`config.mk`:
```
export PLATFORM = sky130hd
export DESIGN_NAME = m_wb_stage_fifo
export DESIGN_NICKNAME = d
export VERILOG_FILES = /design/src/rtl/m_wb_stage_fifo.sv
export SDC_FILE = /design/constraint.sdc
export NUM_CORES = 1
export LEC_CHECK = 0
export ABC_AREA = 1
export CELL_PAD_IN_SITES_DETAIL_PLACEMENT = 1
export CELL_PAD_IN_SITES_GLOBAL_PLACEMENT = 1
export CORE_UTILIZATION = 38
export CTS_BUF_LIST = sky130_fd_sc_hd__clkbuf_8
export DETAILED_ROUTE_END_ITERATION = 6
export PLACE_DENSITY_LB_ADDON = 0.1
export SYNTH_ARGS = -nofsm -noshare
export SYNTH_HDL_FRONTEND = slang
export SYNTH_SLANG_ARGS = --single-unit
```
`constraint.sdc`:
```
create_clock -name clk -period 2.1 [get_ports clk]
set_clock_uncertainty 0.2 [all_clocks]
set_input_delay 0.21 -clock clk [delete_from_list [all_inputs] [get_ports clk]]
set_output_delay 0.21 -clock clk [all_outputs]
set_load 0.05 [all_outputs]
```
`src/rtl/m_wb_stage_fifo.sv`:
```
// rtl/m_wb_stage_fifo.sv - DEPTH-entry in-order buffer between Memory and Writeback with valid/ready handshake and flush
module m_wb_stage_fifo #(
    parameter int WORD_SIZE    = 32,
    parameter int ROB_ID_WIDTH = 7,
    parameter int DEPTH        = 2,
    parameter int CNT_WIDTH    = $clog2(DEPTH + 1)
) (
    input  logic                    clk,
    input  logic                    reset,
    input  logic                    flush,
    input  logic                    in_valid,
    output logic                    in_ready,
    input  logic [1:0]              instruction_type,
    input  logic [WORD_SIZE-1:0]    pc,
    input  logic                    exception,
    input  logic [WORD_SIZE-1:0]    virtual_addr_exception,
    input  logic [WORD_SIZE-1:0]    aluResult,
    input  logic [ROB_ID_WIDTH-1:0] rob_id,
    output logic                    out_valid,
    input  logic                    out_ready,
    output logic [1:0]              instruction_type_out,
    output logic [WORD_SIZE-1:0]    pc_out,
    output logic                    exception_out,
    output logic [WORD_SIZE-1:0]    virtual_addr_exception_out,
    output logic [WORD_SIZE-1:0]    aluResult_out,
    output logic [ROB_ID_WIDTH-1:0] rob_id_out,
    output logic [CNT_WIDTH-1:0]    count
);

    // All fields of one M result travel as a single packed word so they can never skew.
    localparam int ENTRY_W = 2 + WORD_SIZE + 1 + WORD_SIZE + WORD_SIZE + ROB_ID_WIDTH;
    localparam int PTR_W   = (DEPTH > 1) ? $clog2(DEPTH) : 1;
    localparam logic [CNT_WIDTH-1:0] LP_DEPTH   = CNT_WIDTH'(DEPTH);
    localparam logic [PTR_W-1:0]     LP_PTR_MAX = PTR_W'(DEPTH - 1);

    logic [ENTRY_W-1:0]   r_mem [0:DEPTH-1];
    logic [PTR_W-1:0]     r_wr_ptr;
    logic [PTR_W-1:0]     r_rd_ptr;
    logic [CNT_WIDTH-1:0] r_count;

    logic                 w_push;
    logic                 w_pop;
    logic [ENTRY_W-1:0]   w_in_entry;
    logic [ENTRY_W-1:0]   w_head;
    logic [PTR_W-1:0]     w_wr_ptr_nxt;
    logic [PTR_W-1:0]     w_rd_ptr_nxt;
    logic [CNT_WIDTH-1:0] w_count_nxt;

    // Handshake flags depend only on the registered count, so out_ready never reaches in_ready.
    assign in_ready  = (r_count < LP_DEPTH);
    assign out_valid = (r_count != '0);
    assign w_push    = in_valid & in_ready;
    assign w_pop     = out_valid & out_ready;
    assign count     = r_count;

    assign w_in_entry = {instruction_type, pc, exception, virtual_addr_exception, aluResult, rob_id};
    assign w_head     = r_mem[r_rd_ptr];
    assign {instruction_type_out, pc_out, exception_out,
            virtual_addr_exception_out, aluResult_out, rob_id_out} = w_head;

    // Next pointer and occupancy values; flush overrides any concurrent push or pop.
    always_comb begin
        w_wr_ptr_nxt = r_wr_ptr;
        w_rd_ptr_nxt = r_rd_ptr;
        w_count_nxt  = r_count;
        if (flush) begin
            w_wr_ptr_nxt = '0;
            w_rd_ptr_nxt = '0;
            w_count_nxt  = '0;
        end else begin
            if (w_push) begin
                w_wr_ptr_nxt = (r_wr_ptr == LP_PTR_MAX) ? '0 : r_wr_ptr + PTR_W'(1);
            end
            if (w_pop) begin
                w_rd_ptr_nxt = (r_rd_ptr == LP_PTR_MAX) ? '0 : r_rd_ptr + PTR_W'(1);
            end
            if (w_push && !w_pop) begin
                w_count_nxt = r_count + CNT_WIDTH'(1);
            end else if (w_pop && !w_push) begin
                w_count_nxt = r_count - CNT_WIDTH'(1);
            end
        end
    end

    // Pointer and occupancy registers.
    always_ff @(posedge clk or negedge reset) begin
        if (!reset) begin
            r_wr_ptr <= '0;
            r_rd_ptr <= '0;
            r_count  <= '0;
        end else begin
            r_wr_ptr <= w_wr_ptr_nxt;
            r_rd_ptr <= w_rd_ptr_nxt;
            r_count  <= w_count_nxt;
        end
    end

    // Entry storage; reset and flush clear every slot so the idle head reads as zero.
    always_ff @(posedge clk or negedge reset) begin
        if (!reset) begin
            for (int i = 0; i < DEPTH; i++) begin
                r_mem[i] <= '0;
            end
        end else if (flush) begin
            for (int i = 0; i < DEPTH; i++) begin
                r_mem[i] <= '0;
            end
        end else if (w_push) begin
            r_mem[r_wr_ptr] <= w_in_entry;
        end
    end

endmodule

```
==> metrics.md, run 1 <==
| Metric | Value |
|---|---|
| Status | `finished with violations` |
| Failing checks | `hold timing, setup timing` |
| Vias per cell | `5.63` |
| Nets | `1,551` |
| Reg-to-reg startpoint | `count[1]$_DFFE_PN0P_` |
| Clock network latency to the later pin of the worst-skew pair | `0.54 ns` |
| Post-Synth Adder-Cell Area | `0%` |
| Inserted Clock Buffers | `40` |
| I/O pins | `221` |
| Die H | `163 µm` |
| Initial DRC Count | `668` |
| GPL Wtd Cong | `0.766` |
| CTS tree | `done` |
| Critical Path Start Type | `register` |
| Dpl cells | `1,696` |
| Vias in the first global route | `a little over 10,000` |
| Clk slew on worst S/H paths | `0.07 ns` |
| Synth unique cells | `18` |
| Worst path bufs/invs | `4` |
| Power Density | `963 mW/mm²` |
| Routed len/inst | `22.4 µm` |
| Yosys warns | `0` |
| GRT overflow | `0` |
| RSZ-0062 raised after global routing | `yes` |
| Area of the multi-input gates | `between 0.004 and 0.005 mm²` |
| PortBufs | `220` |
| Layout cell share with drive strength beyond 1 | `29.7%` |
| WHS | `-0.0195 ns` |
| Worst path cell trace | `buf_12, clkbuf_16, o21ai_2, buf_4, buf_12` |
| Crit Path Category | `register to output port` |
| Row Count | `between 50 and 60` |
| Synth Area in XOR/XNOR | `0%` |
| Largest delay contributor family on the critical path | `buffers and inverters` |
| Main combinational cell family by area after synthesis | `simple AND/OR/NAND/NOR gates` |
| Clock sink count | `216` |
| Synth Area in Compound Gates | `16.4%` |
| Mapped Cells | `~1,200` |
| Via count | `10,100` |
| Reg2reg end | `count[1]$_DFFE_PN0P_` |
| Cell mode on critical path | `buf_12` |
| Htree depth | `2` |
| Worst-Margin Slew | `0.504 ns` |
| Die area | `0.0267 mm²` |
| Max-slew headroom | `66.4%` |
| Sequential element share of the synthesized area | `54.7%` |
| Max frequency | `434 MHz` |
| Critical path endpoint category | `output port` |
| Mux contribution to synthesized area | `0%` |
| Final WS setup | `-0.203 ns` |
| Finished Layout Cells | `1,793` |
| Pwr Total | `15,900 µW` |
| CP Depth | `5` |
| DRC viols | `0` |
| Mapped Area | `0.00988 mm²` |
| Area of the core | `roughly 0.025 mm²` |
| Leak Pwr | `0.00753 µW` |
| Final Cycle Share | `110%` |
| Max incr delay on CP | `0.57 ns` |
| First-pass GRT wire length | `55.0 mm` |
| Area growth syn-to-layout | `67.5%` |
| Simple-Gate Fraction of Synth Area | `between 15 and 20%` |
| Max FO, Critical Path | `7` |
| Filler cell count | `approximately 2,700` |
| Ant. Diodes | `0` |
| GRT Util Overall | `26.2%` |
| Slew Viols, Final | `0` |
| Initial Util | `approximately 40%` |
| Bufs on Longest Clock Path | `3` |
| Slack of the worst reg-to-reg path | `around 0.2 ns` |
| Maximum VDD drop | `0.592 mV` |
| WP data arrival | `1.89 ns` |
| Largest net degree at the start of global routing | `86` |
| Root Buffer | `clkbuf_8` |
| R2R depth | `8` |
| Hold WC Path Type | `input pin to asynchronous set/reset pin` |
| WL final | `around 40 mm` |
| Max-cap violations | `0` |
| Endpoints failing setup | `approximately 110` |
| Placed wire-length estimate | `a little under 20 mm` |
| Initial antenna violation count | `0` |
| Synth Register Bits | `216` |
| ANT nets after route | `0` |
| Register Area | `0.00541 mm²` |
| Syn_nets | `1,307` |
| Minimum clock period after layout | `2.30 ns` |
| Die Width | `approximately 160 µm` |
| Worst path slowest cell | `dfrtp_4` |
| Mean Syn Cell Area | `8.26 µm²` |
| CP required | `1.69 ns` |
| Iteration count of the initial detailed-routing pass | `5` |
| Final Hold Violating Endpoints | `4` |
-- cell usage after synthesis (all sizes together) --
library cell,count,area (µm²)
inv,113,424
nor2,5,55.1
a21oi,1,5.00
nand3,213,1070
nand2,222,833
o21ai,322,1610
o211ai,1,7.51
nand4,2,12.5
buf,43,244
dfrtp,216,5410
clkbuf,58,218
-- worst max-delay path by stage --
stage	from	slack, ns	end
after floorplan	r_rd_ptr$_DFFE_PN0P_	-0.18	instruction_type_out[0]
after detailed placement	in_valid	0.04	count[0]$_DFFE_PN0P_
after global routing	r_rd_ptr$_DFFE_PN0P_	-0.26	pc_out[30]
after global placement	in_valid	0.12	count[1]$_DFFE_PN0P_
final	r_rd_ptr$_DFFE_PN0P_	-0.20	pc_out[30]
after CTS	r_rd_ptr$_DFFE_PN0P_	-0.21	exception_out
-- layer usage --
metal | vias up | global-route usage (%) | share of wire (%)
met3 | 99 | 3.94 | 5.2
met1 | 5157 | 34.7 | 40
met5 | - | 0 | 0
li1 | 4481 | - | -
met4 | 0 | 8.03 | 3.6
met2 | 360 | 44.0 | 51
-- power breakdown --
part	total [µW]	leakage, µW	internal, µW	switching (µW)
logic	7360	0.00418	3120	4240
registers	4900	0.00292	4640	259
clock network	3690	0.000429	1930	1760
total	15900	0.00753	9690	6260
-- state kept, by name, summed over array words and instances (netlist names) --
signal,flops
r_mem,212
count,2
r_wr_ptr,1
r_rd_ptr,1
-- final cells by class --
| type | instances | area share, % |
|---|---|---|
| flip-flops and latches | 216 | 32.7 |
| multi-input cells | 766 | 29.9 |
| repair buffers | 303 | 28.2 |
| clock buffers | 45 | 3.74 |
| inverters | 113 | 2.56 |
| well taps | 330 | 2.49 |
| clock inverters | 20 | 0.461 |
-- cells in the final DEF, fill, tap and decap left out, types with 17 or more instances in the layout --
cell type / netlist / final
clkbuf_8: 0 / 45
buf_6: 5 / 17
clkdlybuf4s50_1: 0 / 109
inv_1: 111 / 130
nand2_2: 0 / 76
o21ai_0: 304 / 198
nand2_1: 222 / 138
buf_12: 0 / 131
nand3_1: 213 / 213
o21ai_1: 18 / 19
buf_4: 4 / 19
dfrtp_1: 216 / 214
o21ai_4: 0 / 93
-- cell families (layout without fill, tap and decap cells) --
group                  count (synthesis)  count (layout)
AOI/OAI and AO/OA                    324             324
buffers and inverters                214             481
and+or+nand+nor                      442             442
DFF                                  216             216
-- timing repair --
| item | 4_1_cts | 5_1_grt |
|---|---|---|
| hold buffers | 1 | 0 |
| buffers inserted | 2 | 7 |
| resized for setup | 132 | 257 |
| endpoints found under the hold margin | 216 | 0 |
| cloned | 3 | 21 |
| setup endpoints to repair | 106 | 106 |
| pin swaps | 12 | 76 |
-- metrics by stage --
step | hold slack, ns | TNS, ns | util, % | setup WS [ns] | instance area (µm²)
6_report | -0.0195 | -12.52 | 65.4 | -0.203 | 16600
5_1_grt | 0.0198 | -18.26 | 65.4 | -0.262 | 16600
4_1_cts | 0.00481 | -14.07 | 58.9 | -0.209 | 14900
3_5_place_dp | -0.0220 | 0 | 54.2 | 0.0383 | 13700
3_3_place_gp | -0.0244 | 0 | 54.2 | 0.123 | 13700
2_1_floorplan | -0.286 | -4.31 | - | -0.178 | 9880
Note: power is estimated with default switching activity, not from simulation.
==> run 2, diff against run 1 <==
--- a/config.mk
+++ b/config.mk
@@ -8,9 +8,10 @@
 export ABC_AREA = 1
 export CELL_PAD_IN_SITES_DETAIL_PLACEMENT = 1
 export CELL_PAD_IN_SITES_GLOBAL_PLACEMENT = 1
-export CORE_UTILIZATION = 38
+export CORE_UTILIZATION = 45
 export CTS_BUF_LIST = sky130_fd_sc_hd__clkbuf_8
 export DETAILED_ROUTE_END_ITERATION = 6
+export DONT_BUFFER_PORTS = 1
 export PLACE_DENSITY_LB_ADDON = 0.1
 export SYNTH_ARGS = -nofsm -noshare
 export SYNTH_HDL_FRONTEND = slang
==> run 2 against run 1 <==
The run still ends with hold timing, setup timing left. Non-clock buffer count shrank 53. Power decreased by 10%. Cell area decreased by 13%. Setup slack gained 0.031 ns. Sequential cell count did not move. First-iteration DRC count is 3.7% lower. Wire length decreased by 2.4%.
==> metrics.md, run 2 (synthesis gave the netlist of run 1 again) <==
| Metric | Value |
|---|---|
| Hold_buf cts | `109 (was 1)` |
| Post-placement worst setup slack | `0.355 ns (was 0.0383 ns)` |
| Logic pwr share | `39.3% (was 46.1%)` |
| Sw Share | `39.9% (was 39.2%)` |
| Final instance area | `0.0143 mm² (was 0.0166 mm²)` |
| Crit Path Category | `register to output port (unchanged)` |
| Initial Util | `46.4% (was 39.0%)` |
| Reg2reg end | `r_mem[192]$_DFFE_PN0P_ (was count[1]$_DFFE_PN0P_)` |
| Hold WC Path Type | `input pin to asynchronous set/reset pin (unchanged)` |
| Max reg flops | `212 (unchanged)` |
| Setup_tns | `-7.26 ns (was -12.52 ns)` |
| Row Count | `53 (was 58)` |
| Area growth syn-to-layout | `45.0% (was 67.5%)` |
| Sw power | `5720 µW (was 6260 µW)` |
| GPL Wtd Cong | `0.763 (was 0.766)` |
| Leak Pwr | `0.00672 µW (was 0.00753 µW)` |
| R2R depth | `8 (unchanged)` |
| Layout cell share with drive strength beyond 1 | `19.3% (was 29.7%)` |
| Die area | `0.0226 mm² (was 0.0267 mm²)` |
| Endpoints failing setup | `92 (was 106)` |
| Clock power frac | `26.6% (was 23.1%)` |
| Reg-to-reg startpoint | `count[1]$_DFFE_PN0P_ (unchanged)` |
| WL final | `39.2 mm (was 40.2 mm)` |
| Commonest non-fill, non-tap cell in the layout | `dfrtp_1 (unchanged)` |
| Placed cell area | `0.0116 mm² (was 0.0137 mm²)` |
| Clk slew on worst S/H paths | `0.06 ns (was 0.07 ns)` |
| Final Cycle Share | `108% (was 110%)` |
| Final Hold Violating Endpoints | `216 (was 4)` |
| WP data arrival | `1.86 ns (was 1.89 ns)` |
| Failing checks | `hold timing, setup timing (unchanged)` |
| WHS | `-0.810 ns (was -0.0195 ns)` |
| Largest net degree at the start of global routing | `217 (was 86)` |
| Clock sink count | `216 (unchanged)` |
| DRC viols | `0 (unchanged)` |
| Filler cell count | `2,310 (was 2,661)` |
| Initial DRC Count | `643 (was 668)` |
| Nets | `1,498 (was 1,551)` |
| Slew Viols, Final | `0 (unchanged)` |
| Die Width | `150 µm (was 163 µm)` |
| Area of the core | `0.0213 mm² (was 0.0253 mm²)` |
| Final WS setup | `-0.171 ns (was -0.203 ns)` |
| GRT Util Overall | `31.7% (was 26.2%)` |
| Iteration count of the initial detailed-routing pass | `4 (was 5)` |
| Bufs on Longest Clock Path | `3 (unchanged)` |
| Vias per cell | `5.87 (was 5.63)` |
| ANT nets after route | `0 (unchanged)` |
| Routed len/inst | `23.2 µm (was 22.4 µm)` |
| RSZ-0062 raised after global routing | `yes (unchanged)` |
| Final Util | `67.3% (was 65.4%)` |
| Flop pwr share | `34.1% (was 30.8%)` |
| Max FO, Critical Path | `10 (was 7)` |
| Critical path endpoint category | `output port (unchanged)` |
| Die H | `150 µm (was 163 µm)` |
| First-pass GRT wire length | `56.0 mm (was 55.0 mm)` |
| PortBufs | `0 (was 220)` |
| CTS tree | `done (unchanged)` |
| Placed wire-length estimate | `17.4 mm (was 19.9 mm)` |
| Htree depth | `2 (unchanged)` |
| Max-slew headroom | `66.6% (was 66.4%)` |
| Most frequent cells in the layout | `dfrtp_1 (214), nand3_1 (213), o21ai_0 (198) (unchanged)` |
| Via count | `9,925 (was 10,100)` |
| Internal power | `8600 µW (was 9690 µW)` |
| Vias in the first global route | `10,400 (about the same)` |
| Worst-Margin Slew | `0.500 ns (was 0.504 ns)` |
| Power Density | `999 mW/mm² (was 963 mW/mm²)` |
| Maximum VDD drop | `0.585 mV (was 0.592 mV)` |
| Critical Path Start Type | `register (unchanged)` |
| Initial antenna violation count | `4 (was 0)` |
| I/O pins | `221 (unchanged)` |
| Slack of the worst reg-to-reg path | `0.19 ns (was 0.20 ns)` |
| Root Buffer | `clkbuf_8 (unchanged)` |
| GRT overflow | `0 (unchanged)` |
| Inserted Clock Buffers | `40 (unchanged)` |
| Minimum clock period after layout | `2.27 ns (was 2.30 ns)` |
| Status | `finished with violations (unchanged)` |
| Top reg by flops | `r_mem (unchanged)` |
| CP required | `1.69 ns (about the same)` |
| Clock network latency to the later pin of the worst-skew pair | `0.52 ns (was 0.54 ns)` |
| Max frequency | `440 MHz (was 434 MHz)` |
| Max-cap violations | `0 (unchanged)` |
-- run 2: worst max-delay path by stage --
stage | depth (start not counted) | start | endpoint
after detailed placement | 7 | count[1]$_DFFE_PN0P_ | r_mem[41]$_DFFE_PN0P_
after floorplan | 3 | r_rd_ptr$_DFFE_PN0P_ | instruction_type_out[0]
after CTS | 5 | r_rd_ptr$_DFFE_PN0P_ | aluResult_out[31]
final | 5 | r_rd_ptr$_DFFE_PN0P_ | aluResult_out[28]
after global routing | 3 | r_rd_ptr$_DFFE_PN0P_ | virtual_addr_exception_out[5]
after global placement | 3 | r_rd_ptr$_DFFE_PN0P_ | virtual_addr_exception_out[6]
-- run 2: critical path, cell delays in order (launching register included) --
cell and delay [ns]:
dfrtp_4 0.53, buf_12 0.19, buf_16 0.15, buf_12 0.13
o21ai_4 0.17, buf_12 0.16
-- run 2: layout make-up --
cell class / instances / area, µm² / area share [%]
antenna: 4 / 10.0 / 0.0699
clock buffer: 46 / 633 / 4.42
clock inverter: 20 / 80.1 / 0.559
inverter: 113 / 424 / 2.96
multi-input combinational: 766 / 4130 / 28.8
sequential: 216 / 5410 / 37.8
tap: 275 / 344 / 2.40
timing repair buffer: 250 / 3300 / 23.0
-- run 2: what timing repair did --
item,in CTS,in global routing
pin swaps,15,6
gates resized for setup,84,62
cloned,3,6
endpoints found under the setup margin,106,106
hold endpoints to repair,432,216
buffers inserted,5,1
-- run 2: power groups by stage --
| stage | combinational [µW] | sequential [µW] | clock [µW] |
|---|---|---|---|
| global route | 5880 | 4910 | 4020 |
| floorplan | 2770 | 4880 | 0 |
| CTS | 5130 | 4830 | 3760 |
| global placement | 4450 | 4870 | 0 |
| finish | 5630 | 4880 | 3810 |
| detailed placement | 4520 | 4900 | 0 |
-- run 2: per-layer routing --
layer	vias to the layer above	share of wire (%)	GRT usage [%]	routed length, µm
met3	127	6.8	5.91	2680
li1	4351	-	-	-
met5	-	0	0	0
met4	0	4.4	12.9	1730
met2	437	51	53.8	20000
met1	5010	38	39.7	14800
-- run 2: stage by stage --
step	instances	total power, µW
2_1_floorplan	1196	7650
3_3_place_gp	1496	9320
6_report	1690	14300
4_1_cts	1679	13700
5_1_grt	1690	14800
3_5_place_dp	1496	9410
==> run 3, diff against run 2 <==
--- a/config.mk
+++ b/config.mk
@@ -8,7 +8,7 @@
 export ABC_AREA = 1
 export CELL_PAD_IN_SITES_DETAIL_PLACEMENT = 1
 export CELL_PAD_IN_SITES_GLOBAL_PLACEMENT = 1
-export CORE_UTILIZATION = 45
+export CORE_UTILIZATION = 48
 export CTS_BUF_LIST = sky130_fd_sc_hd__clkbuf_8
 export DETAILED_ROUTE_END_ITERATION = 6
 export DONT_BUFFER_PORTS = 1
==> run 3 against run 2 <==
Synthesized cell count did not move. Synthesized area did not move. The flow now stops in global routing (5_1_grt).
==> metrics.md, run 3 <==
| Metric | Value |
|---|---|
| Status | `stopped before the end (was finished with violations)` |
| Last stage | `global routing (5_1_grt)` |
| Error | `[ERROR GRT-0232] Routing congestion too high. Check the congestion heatmap in the GUI.` |
| Die Width | `145 µm (was 150 µm)` |
| Inserted Clock Buffers | `39 (was 40)` |
| I/O pins | `221 (unchanged)` |
| Post-synth top area share | `54.7% (unchanged)` |
| GPL Wtd Cong | `0.748 (was 0.763)` |
| Most common cell in the netlist | `o21ai_0 (unchanged)` |
| GRT Util Overall | `80.5%` |
| Synth area leader | `dfrtp_1 (unchanged)` |
| Placed cell area | `0.0116 mm² (about the same)` |
| Top cells by count, synth | `o21ai_0 (304), nand2_1 (222), dfrtp_1 (216) (unchanged)` |
| Clock sink count | `216 (unchanged)` |
| Largest cells by area after synthesis | `dfrtp_1 (55%), o21ai_0 (15%), nand3_1 (11%) (unchanged)` |
| FFs w/ async S/R, synth | `100% (unchanged)` |
| Placed wire-length estimate | `18.4 mm (was 17.4 mm)` |
| PortBufs | `0 (unchanged)` |
| Htree depth | `2 (unchanged)` |
| Initial antenna violation count | `8` |
| Die H | `145 µm (was 150 µm)` |
| Row Count | `52 (was 53)` |
| Number of synthesized flops with an enable pin | `0 (unchanged)` |
| Worst End Pin Type | `primary output` |
| Mean Syn Cell Area | `8.26 µm² (unchanged)` |
| Largest net degree at the start of global routing | `217` |
| Root Buffer | `clkbuf_8 (unchanged)` |
| Worst Endpoint after GRT Repair | `aluResult_out[30]` |
| Most used DFF post-synth | `dfrtp_1 (unchanged)` |
| Bufs on Longest Clock Path | `3 (unchanged)` |
| GRT overflow | `between 100 and 150` |
| Sequential element share of the synthesized area | `54.7% (unchanged)` |
| Initial Util | `48.8% (was 46.4%)` |
| Yosys warns | `0 (unchanged)` |
| Synth unique cells | `18 (unchanged)` |
| Mapped Cells | `1,196 (unchanged)` |
| Syn_nets | `1,307 (unchanged)` |
| Synth Register Bits | `216 (unchanged)` |
| Mapped Area | `0.00988 mm² (unchanged)` |
run 3: cell counts after synthesis:
No cell type changed its count.
run 3: timing repair:
action                                  4_1_cts
buffers inserted                              5
hold buffers                                109
resized for setup                           139
endpoints found under the setup margin      104
pin swaps                                     4
cloned                                        3
endpoints found under the hold margin       432
run 3: metal layers:
metal / track usage, % / GRT overflow
met2: 97.3 / 69
met1: 83.2 / 1
met5: 2.73 / 0
met3: 59.5 / 2
met4: 90.6 / 61
run 3: cells by family after synthesis:
kind of cell | share of synthesized area [%]
AO/OA/AOI/OAI | 16.4
flip-flops | 54.7
AND/OR/NAND/NOR | 19.9
buffers and inverters | 8.96
run 3: metrics by stage:
stage          utilization (%)  setup TNS [ns]  worst slack (ns)  cells
2_1_floorplan                -           -4.31            -0.178   1196
3_3_place_gp              57.6               0             0.346   1495
3_5_place_dp              57.6               0             0.237   1495
4_1_cts                   69.9          -11.99            -0.152   1679
==> run 4, diff against run 3 <==
==> config.mk (replaced) <==
export PLATFORM = sky130hd
export DESIGN_NAME = m_wb_stage_fifo
export DESIGN_NICKNAME = d
export VERILOG_FILES = /design/src/rtl/m_wb_stage_fifo.sv
export SDC_FILE = /design/constraint.sdc
export NUM_CORES = 1
export LEC_CHECK = 0
export ABC_AREA = 1
export CORE_UTILIZATION = 35
export DETAILED_ROUTE_END_ITERATION = 6
export DONT_BUFFER_PORTS = 1
export PLACE_DENSITY_LB_ADDON = 0.15
export SYNTH_ARGS = -nofsm -noshare
export SYNTH_HDL_FRONTEND = slang
export SYNTH_SLANG_ARGS = --single-unit
==> run 4 against run 3 <==
The flow now finishes, with violations (hold timing, setup timing).
==> metrics.md, run 4 (synthesis gave the netlist of run 1 again) <==
| Metric | Value |
|---|---|
| Placed wire-length estimate | `15.8 mm (was 18.4 mm)` |
| Critical Path Start Type | `register` |
| Setup_tns | `-8.96 ns` |
| GPL Wtd Cong | `0.740 (was 0.748)` |
| GRT overflow | `0` |
| Minimum clock period after layout | `2.25 ns` |
| Leak Pwr | `0.00676 µW` |
| CTS tree | `done` |
| DRC viols | `0` |
| Area of the core | `0.0278 mm²` |
| Root Buffer | `clkbuf_16 (was clkbuf_8)` |
| Maximum VDD drop | `0.690 mV` |
| Bufs on Longest Clock Path | `3 (unchanged)` |
| Htree depth | `1 (was 2)` |
| Inserted Clock Buffers | `26 (was 39)` |
| Pwr Total | `15,000 µW` |
| Worst path slowest cell | `dfrtp_4` |
| Clk slew on worst S/H paths | `0.06 ns` |
| Status | `finished with violations (was stopped before the end)` |
| Hold WC Path Type | `input pin to asynchronous set/reset pin` |
| Hold_buf cts | `109 (unchanged)` |
| Worst path cell trace | `buf_4, buf_12, buf_12, o21ai_2, buf_6` |
| Row Count | `61 (was 52)` |
| PortBufs | `0 (unchanged)` |
| Final Hold Violating Endpoints | `216` |
| Die area | `0.0289 mm²` |
| Finished Layout Cells | `around 1,800` |
| Max incr delay on CP | `0.52 ns` |
| WHS | `-0.820 ns` |
| Max-slew headroom | `61.0%` |
| Die Width | `170 µm (was 145 µm)` |
| Largest delay contributor family on the critical path | `buffers and inverters` |
| CP required | `1.69 ns` |
| Critical path endpoint category | `output port` |
| Die H | `170 µm (was 145 µm)` |
| Dpl cells | `1,604 (was 1,495)` |
| Final Cycle Share | `107%` |
| First-pass GRT wire length | `47.4 mm` |
| Initial Util | `35.6% (was 48.8%)` |
| Max-cap violations | `0` |
| Worst path bufs/invs | `4` |
| Initial DRC Count | `779` |
| Power Density | `1020 mW/mm²` |
| Cell mode on critical path | `buf_12` |
| ANT nets after route | `0` |
| Crit Path Category | `register to output port` |
| WP data arrival | `1.84 ns` |
| Final Util | `a little over half` |
| Worst-Margin Slew | `0.585 ns` |
| Largest net degree at the start of global routing | `217` |
| Most frequent cells in the layout | `dfrtp_1 (214), nand3_1 (213), nand2_1 (202)` |
| Top reg by flops | `r_mem` |
| Max frequency | `444 MHz` |
| Vias in the first global route | `8,990` |
| Clock network latency to the later pin of the worst-skew pair | `between 0.5 and 0.6 ns` |
| Max FO, Critical Path | `15` |
| Layout cell share with drive strength beyond 1 | `23.0%` |
| Initial antenna violation count | `2` |
| I/O pins | `221 (unchanged)` |
| WL final | `32.1 mm` |
| Slew Viols, Final | `0` |
| RSZ-0062 raised after global routing | `yes` |
| Clock sink count | `216 (unchanged)` |
| Vias per cell | `about 5.2` |
| Final WS setup | `-0.152 ns` |
| Failing checks | `hold timing, setup timing` |
| GRT Util Overall | `20.1%` |
| Area growth syn-to-layout | `47.9%` |
| Max reg flops | `212` |
| Endpoints failing setup | `93` |
| Routed len/inst | `about 18 µm` |
| Via count | `9,292` |
| Nets | `1,494` |
| Iteration count of the initial detailed-routing pass | `5` |
| Commonest non-fill, non-tap cell in the layout | `dfrtp_1` |
[run 4: worst paths after layout]
| path | startpoint | cells after the start | slack [ns] | end |
|---|---|---|---|---|
| min in group clk | aluResult[13] | 3 | 0.19 | r_mem[20]$_DFFE_PN0P_ |
| setup reg to reg | count[1]$_DFFE_PN0P_ | 8 | 0.26 | r_mem[173]$_DFFE_PN0P_ |
| hold reg to reg | r_mem[100]$_DFFE_PN0P_ | 2 | 0.30 | r_mem[100]$_DFFE_PN0P_ |
| setup / recovery | r_rd_ptr$_DFFE_PN0P_ | 5 | -0.15 | aluResult_out[6] |
| hold / removal | reset | 0 | -0.82 | r_mem[183]$_DFFE_PN0P_ |
| max in group asynchronous | reset | 0 | 2.01 | r_mem[44]$_DFFE_PN0P_ |
[run 4: timing repair]
item | CTS | global route
endpoints found under the setup margin | 96 | 106
setup buffers | 3 | 7
gates resized for setup | 107 | 199
hold endpoints to repair | 432 | 216
cloned | 0 | 10
pin swaps | 6 | 32
[run 4: cell type report]
type                       count  area, µm²
inverter                     113        424
antenna                        2       5.00
timing repair buffer         260       3070
multi-input combinational    766       4340
clock buffer                  42        802
clock inverter                 6       86.3
tap                          378        473
sequential                   216       5410
fill                        2582      13200
[run 4: metal layers]
layer	wire length, µm	vias up	global-route usage (%)
met2	15400	280	32.3
met5	0	-	0
met3	1700	45	3.47
li1	-	4366	-
met4	772	0	5.21
met1	14300	4601	27.9
[run 4: power by group]
part           switching (µW)  internal [µW]
registers                 186           4640
logic                    3580           1900
clock network            1800           2850
total                    5560           9390
[run 4: per-stage QoR]
step / setup WS [ns] / cell area, µm²
final: -0.152 / 14600
after global routing: -0.195 / 14600
after CTS: -0.146 / 13500
after detailed placement: 0.201 / 11000
after global placement: 0.209 / 11000
after floorplan: -0.178 / 9880
